## src/rtl/alu_pkg.sv

```systemverilog
// Shared definitions for the 32-bit ALU, its command sequencer and their benches.
package alu_pkg;

  localparam int DATA_W = 32;
  localparam int OP_W   = 3;

  // ALU opcodes; all eight encodings are legal.
  localparam logic [OP_W-1:0] ALU_ADD = 3'b000;
  localparam logic [OP_W-1:0] ALU_SUB = 3'b001;
  localparam logic [OP_W-1:0] ALU_AND = 3'b010;
  localparam logic [OP_W-1:0] ALU_OR  = 3'b011;
  localparam logic [OP_W-1:0] ALU_XOR = 3'b100;
  localparam logic [OP_W-1:0] ALU_SLL = 3'b101;
  localparam logic [OP_W-1:0] ALU_SRL = 3'b110;
  localparam logic [OP_W-1:0] ALU_SLT = 3'b111;

  // Command sequencer states.
  typedef enum logic [1:0] {
    IDLE = 2'd0,
    WAIT = 2'd1,
    RESP = 2'd2
  } seq_state_t;

endpackage

```

## src/rtl/alu_ack_timer.sv

```systemverilog
// Ack timeout counter: cleared on load, advanced while counting, flags expiry
// on the last permitted wait cycle (count value ACK_TIMEOUT-1).
module alu_ack_timer #(
  parameter int ACK_TIMEOUT = 16  // must be >= 1
) (
  input  logic clk,
  input  logic rst_n,
  input  logic load,
  input  logic count,
  output logic expire
);

  localparam int CNT_W = $clog2(ACK_TIMEOUT + 1);

  logic [CNT_W-1:0] cnt;

  // Wait-cycle counter; load has priority over count.
  always_ff @(posedge clk or negedge rst_n) begin
    if (!rst_n) begin
      cnt <= '0;
    end else if (load) begin
      cnt <= '0;
    end else if (count && !expire) begin
      cnt <= cnt + CNT_W'(1);
    end
  end

  assign expire = (cnt == CNT_W'(ACK_TIMEOUT - 1));

endmodule

```

## src/rtl/alu_cmd_sequencer.sv

```systemverilog
// Upstream command stage for the ALU: accepts one command, drives the ALU,
// waits for ack (bounded by a timeout) and returns the result over a
// valid/ready response port. One command in flight; all outputs registered.
module alu_cmd_sequencer
  import alu_pkg::*;
#(
  parameter int ACK_TIMEOUT = 16  // must be >= 1
) (
  input  logic              clk,
  input  logic              rst_n,
  input  logic              cmd_valid,
  output logic              cmd_ready,
  input  logic [DATA_W-1:0] cmd_a,
  input  logic [DATA_W-1:0] cmd_b,
  input  logic [OP_W-1:0]   cmd_op,
  output logic [DATA_W-1:0] alu_a,
  output logic [DATA_W-1:0] alu_b,
  output logic [OP_W-1:0]   alu_op,
  output logic              alu_e,
  input  logic [DATA_W-1:0] alu_y,
  input  logic              alu_ack,
  output logic              rsp_valid,
  input  logic              rsp_ready,
  output logic [DATA_W-1:0] rsp_y,
  output logic [OP_W-1:0]   rsp_op,
  output logic              rsp_err,
  output logic [7:0]        err_cnt
);

  seq_state_t state;
  logic       accept;
  logic       expire;

  // cmd_ready is registered, so the handshake never depends combinationally on cmd_valid.
  assign accept = (state == IDLE) && cmd_valid && cmd_ready;

  alu_ack_timer #(
    .ACK_TIMEOUT(ACK_TIMEOUT)
  ) u_timer (
    .clk   (clk),
    .rst_n (rst_n),
    .load  (accept),
    .count (state == WAIT),
    .expire(expire)
  );

  // Command FSM with all outputs registered alongside the state.
  always_ff @(posedge clk or negedge rst_n) begin
    if (!rst_n) begin
      // NOTE: the datapath registers are reset as well, not only the control bits,
      // so every output reads 0 from the moment reset asserts.
      state     <= IDLE;
      cmd_ready <= 1'b0;
      alu_a     <= '0;
      alu_b     <= '0;
      alu_op    <= '0;
      alu_e     <= 1'b0;
      rsp_valid <= 1'b0;
      rsp_y     <= '0;
      rsp_op    <= '0;
      rsp_err   <= 1'b0;
      err_cnt   <= '0;
    end else begin
      // NOTE: non-blocking assignments throughout, so every right-hand side
      // reads the pre-edge value regardless of statement order.
      case (state)
        IDLE: begin
          if (accept) begin
            alu_a     <= cmd_a;
            alu_b     <= cmd_b;
            alu_op    <= cmd_op;
            rsp_op    <= cmd_op;
            alu_e     <= 1'b1;
            cmd_ready <= 1'b0;
            state     <= WAIT;
          end else begin
            cmd_ready <= 1'b1;
          end
        end
        WAIT: begin
          // Ack beats a simultaneous timeout.
          if (alu_ack) begin
            rsp_y     <= alu_y;
            rsp_err   <= 1'b0;
            alu_e     <= 1'b0;
            rsp_valid <= 1'b1;
            state     <= RESP;
          end else if (expire) begin
            rsp_y     <= '0;
            rsp_err   <= 1'b1;
            if (err_cnt != 8'hFF) begin
              err_cnt <= err_cnt + 8'd1;
            end
            alu_e     <= 1'b0;
            rsp_valid <= 1'b1;
            state     <= RESP;
          end
        end
        RESP: begin
          if (rsp_ready) begin
            rsp_valid <= 1'b0;
            cmd_ready <= 1'b1;
            state     <= IDLE;
          end
        end
        default: begin
          state <= IDLE;
        end
      endcase
    end
  end

endmodule
```

## config.mk

```make
export PLATFORM = sky130hd
export DESIGN_NAME = alu_cmd_sequencer
export DESIGN_NICKNAME = d
export VERILOG_FILES = /design/src/rtl/alu_pkg.sv /design/src/rtl/alu_ack_timer.sv /design/src/rtl/alu_cmd_sequencer.sv
export SDC_FILE = /design/constraint.sdc
export NUM_CORES = 1
export LEC_CHECK = 0
export ABC_CLOCK_PERIOD_IN_PS = 2500
export BUFFER_PORTS_ARGS = -buffer_cell sky130_fd_sc_hd__buf_4
export CAP_MARGIN = 20
export CORE_MARGIN = 3
export CORE_UTILIZATION = 48
export CTS_BUF_LIST = sky130_fd_sc_hd__clkbuf_8
export DETAILED_ROUTE_END_ITERATION = 16
export GPL_TIMING_DRIVEN = 0
export MAX_ROUTING_LAYER = met4
export PLACE_DENSITY = 0.83
export SKIP_CTS_REPAIR_TIMING = 1
export SLEW_MARGIN = 0
export SYNTH_ARGS = -nofsm -noshare
export SYNTH_HDL_FRONTEND = slang
export SYNTH_SLANG_ARGS = --single-unit
```

## constraint.sdc

```tcl
create_clock -name clk -period 2.5 [get_ports clk]
set_input_delay 0.125 -clock clk [delete_from_list [all_inputs] [get_ports clk]]
set_output_delay 0.125 -clock clk [all_outputs]
set_load 0.02 [all_outputs]
```

-- After elaboration in Yosys (flattened, before gate mapping)
Index checks and enable logic that the tools add are counted.
- register bits after elaboration: 118
- input bits: 104
- output and inout bits: 114
- logic and storage cells: 59
- add/sub/neg operators: 2
- equality and inequality tests: 7
- multiplexer cells: 21
- bitwise logic cells: 1
- reductions and logical operators: 17
- operators with widths (kind ; count):
    two-way mux 32 bit ; 2
    two-way mux 5 bit ; 2
    nonzero test 2 bit ; 5
    two-way mux 1 bit ; 9
    AND reduction 3 bit ; 3
    adder 8 x 1 -> 8 bit (second input constant) ; 1
    two-way mux 2 bit ; 4
    inequality test 8 bit (second input constant) ; 1
    case mux 1 bit (2 select lines) ; 3
    case mux 2 bit (3 select lines) ; 1
    AND reduction 2 bit ; 3
    adder 5 x 1 -> 5 bit (second input constant) ; 1
    equality test 5 x 4 -> 1 bit (second input constant) ; 1
    inequality test 2 bit (second input constant) ; 2
    AND reduction 4 bit ; 1
    logical AND 1 bit ; 3
    inequality test 3 bit (second input constant) ; 1
    equality test 2 x 1 -> 1 bit (second input constant) ; 1
    equality test 2 bit (second input constant) ; 1
    logical NOT 2 bit ; 1
    logical NOT 1 bit ; 1
    inverter 1 bit ; 1

-- Depth between registers and ports, before layout
- word-level depth: 5
- depth in mapped cells: 7
- depth with buffers taken out: 7

-- By module
A second synthesis with hierarchy kept.
- cell total of the unflattened synthesis: 299
- area, all modules: 4613.2 um^2
- modules (own cells, without submodules) (module ; instances ; cells each ; area each (um^2) ; sequential area each (um^2)):
    alu_cmd_sequencer ; 1 ; 276 ; 4352.9 ; 2827.7
    alu_ack_timer ; 1 ; 23 ; 260.2 ; 125.1

-- Worst setup path before layout
OpenSTA, ideal clock, no wires.
- kind: register to register
- from: reg u_timer.cnt[0]
- to: reg err_cnt[7]
- library setup time: 0.128 ns
- data arrival time: 1.811 ns
- data required time: 2.372 ns
- slack: 0.561 ns
- cell stages (with the launch flop): 8
- buffers on the path: 0
- clock period less this slack: 1.939 ns
- cell sequence: dfrtp_1 ha_1 and3_1 ha_1 and4bb_4 nand4_2 nor3_2 mux2_1
- word-level cells in the longest chain between the ends: 2
- ends and longest elaborated chain (item ; RTL line ; RTL):
    start, declared ; alu_ack_timer.sv:15 ; logic [CNT_W-1:0] cnt;
    start signal, assigned ; alu_ack_timer.sv:24 ; cnt <= cnt + CNT_W'(1);
    equality test 5 x 4 -> 1 bit ; alu_ack_timer.sv:28 ; assign expire = (cnt == CNT_W'(ACK_TIMEOUT - 1));
    AND reduction 4 bit (no line) ; - ;
    end signal, assigned ; alu_cmd_sequencer.sv:92 ; err_cnt <= err_cnt + 8'd1;
    end, declared ; alu_cmd_sequencer.sv:27 ; output logic [7:0] err_cnt
No other way between the ends.
A chain may end at the register's enable or synchronous reset.

-- Worst setup path in the final report
- from: reg u_timer.cnt[0]
- to: reg rsp_y[28]
- word-level cells in the longest chain between the ends: 3
- ends and longest elaborated chain (item ; RTL line ; RTL):
    equality test 5 x 4 -> 1 bit ; alu_ack_timer.sv:28 ;
    nonzero test 2 bit (no line) ; - ;
    AND reduction 2 bit (no line) ; - ;
    end signal, assigned ; alu_cmd_sequencer.sv:83 ; rsp_y <= alu_y;
    end, declared ; alu_cmd_sequencer.sv:24 ; output logic [DATA_W-1:0] rsp_y,
No other way between the ends.

==> metrics <==
endpoints failing hold=0; Clock power frac=0.188; FF+latch count, synth=118; PwrDens=1250 nW/um^2; global placement routability congestion=0.861; fmax=435 MHz; startpoint class of the critical path=flip-flop; reg2reg end=rsp_y[28]; hold path cells=4; vias in the first global route=3527; max-slew violations=0; Min Hold Slack=0.116 ns; Sink Count=118; status=finished, final reports clean; Hold Path Class=input port to flip-flop; Initial Utilization=0.507; worst vdd ir=0.000670 V; Clock Root Buffer=clkbuf_8; global routing usage on met1=0.256; syn nets=409; # setup viols final=0; max cap viols=0; number of synthesized flops with an enable pin=0; worst-skew pair later-pin latency=0.41 ns; Cells after Synth=302; IO buf count=217; unrepaired setup endpoints after global routing=false; Mean Syn Cell Area=15.1 sq um; via count=4033; Sw Ratio=0.378; max_slew headroom=0.374; Worst Path Arrival=2.64 ns; HP Start=alu_ack; GRT overflow=0; share of layout cells above drive strength 1=0.502; flop2flop setup slack=0.20 ns; CTS tree=yes; Detail Placement HPWL=8.80 mm; Die Wd=103 um; Cell Area, Synth=4550 sq um; CTS clk-pin slew, worst paths=0.07 ns; initial antenna violation count=1; Layout Nets=747; met3 usage=0.0798; Critical Path Fanout Max=10; pin count of the biggest net entering global routing=75; Max Buffers Root-to-Sink=2; Reg power frac=0.350; total routing usage reported by global routing=0.224; DR iter-0 viols=101; Pleak=0.00379 uW; Design Area, Final=7790 sq um; sw power=3670 uW; total power=9710 uW; Hold EP=err_cnt[4]; worst-margin pin slew=0.940 ns; TritonCTS Buffers=17; Routed Antenna Nets=0; setup TNS=0 ns; P_int=6040 uW; critical path type=flip-flop to flip-flop; DIE AREA=10700 sq um; met2 Usage GRT=0.372; Yosys cell types=36; final WL=15.8 mm; commonest non-fill, non-tap cell in the layout=buf_4; GRT busiest layer=met2; crit end category=flip-flop; first-pass GRT wire length=17.6 mm; CTS H-tree lvls=4; WP data required=2.84 ns; DR pass1 iterations=4; Core Box Area=8980 sq um; DP Area=6360 sq um; std cell rows=34; Async SR Flop Fraction=1.00; Setup Skew=0.00948 ns; Via-to-Cell Ratio=5.17; Gate power share=0.462; DIE HEIGHT=103 um; Tcrit/Tclk final=0.920; Post-route DRC=0; commonest non-fill, non-tap cells in the layout=225 x buf_4, 118 x dfrtp_1, 101 x dlygate4sd3_1, 56 x mux2_2, 32 x a22o_1; worst setup margin=0.200 ns; num ports=218; wire per inst=20.2 um; yosys synthesis warning count=0; ys flop type=dfrtp_1; Area Overhead vs Synth=71.1%; reg-to-reg critical path startpoint=u_timer.cnt[0]; Final min period=2.30 ns; pre-CTS WS=0.266 ns; cell count of the worst reg-to-reg path=6; sequential share of the synthesized area=0.649; fillers=411
-- worst max-delay path by stage --
stage                        start    endpoint  slack, ns  cells past startpoint
global route        u_timer.cnt[0]   rsp_y[28]        0.1                      6
CTS                 u_timer.cnt[0]   rsp_y[28]       0.26                      6
finish              u_timer.cnt[0]   rsp_y[28]       0.20                      6
detailed placement  u_timer.cnt[0]   rsp_y[28]       0.27                      6
floorplan           u_timer.cnt[0]  err_cnt[7]       0.56                      7
global placement    u_timer.cnt[0]    state[1]       0.36                      6
-- power by group through the flow --
stage	sequential [uW]	clock, uW	combinational [uW]
finish	3400	1830	4490
global route	3480	1950	4740
detailed placement	3320	0	4260
CTS	3300	1820	4250
global placement	3280	0	4140
floorplan	4260	0	1350
-- cells by family (layout without fill, tap and decap cells) --
logic type	after synthesis	in the layout	share of synthesized area
xor gates and xnor gates	4	4	0.00770
DFF	118	118	0.649
adders and majority gates	3	3	0.00824
other	0	1	0
buffers and inverters	20	371	0.0250
AOI/OAI and AO/OA	46	46	0.0805
and+or+nand+nor	39	39	0.0522
muxes	72	72	0.178
-- per-layer routing --
layer	vias up	part of all wire
li1	1767	-
met1	2008	0.37
met2	227	0.52
met3	31	0.086
met4	0	0.021
met5	-	0
-- worst max-delay path: stages (launching register included) --
cell and delay, ns:
dfrtp_1 0.41, ha_1 0.22, and3_1 0.19, ha_1 0.26, o21ai_2 0.44, clkbuf_1 0.44, a22o_1 0.27
-- cells in the mapped netlist (3+ instances only) --
| library cell | n | area [sq um] |
|---|---|---|
| clkbuf_1 | 3 | 11.3 |
| dfrtp_1 | 118 | 2950 |
| buf_2 | 7 | 35.0 |
| a22o_1 | 32 | 280 |
| nor2_1 | 10 | 37.5 |
| buf_4 | 8 | 60.1 |
| mux2_2 | 56 | 631 |
| ha_1 | 3 | 37.5 |
| a21oi_1 | 4 | 20.0 |
| mux2_1 | 15 | 169 |
| nand2_1 | 9 | 33.8 |
-- final cells by class --
class                   instances  area (sq um)  share of cell area
inverters                       2          7.51            0.000963
clock buffers                  21           289              0.0371
well taps                     126           158              0.0202
repair buffers                319          2660               0.341
multi-input cells             164          1490               0.191
diodes                          1          2.50            0.000321
clock inverters                11           130              0.0167
plain buffers                  18           106              0.0136
flip-flops and latches        118          2950               0.379
-- registers in the layout, summed over array words and instances, names as in the netlist --
| register | flops |
|---|---|
| u_timer.cnt | 5 |
| rsp_op | 3 |
| rsp_err | 1 |
| alu_b | 32 |
| state | 2 |
| alu_e | 1 |
| rsp_valid | 1 |
| alu_a | 32 |
| rsp_y | 32 |
| err_cnt | 8 |
| cmd_ready | 1 |
-- metrics by stage --
step	std cells	utilization
final	780	0.868
after global routing	780	0.868
after CTS	678	0.755
after detailed placement	646	0.709
after global placement	645	0.706
after floorplan	302	-
Note: power is estimated with default switching activity, not from simulation.
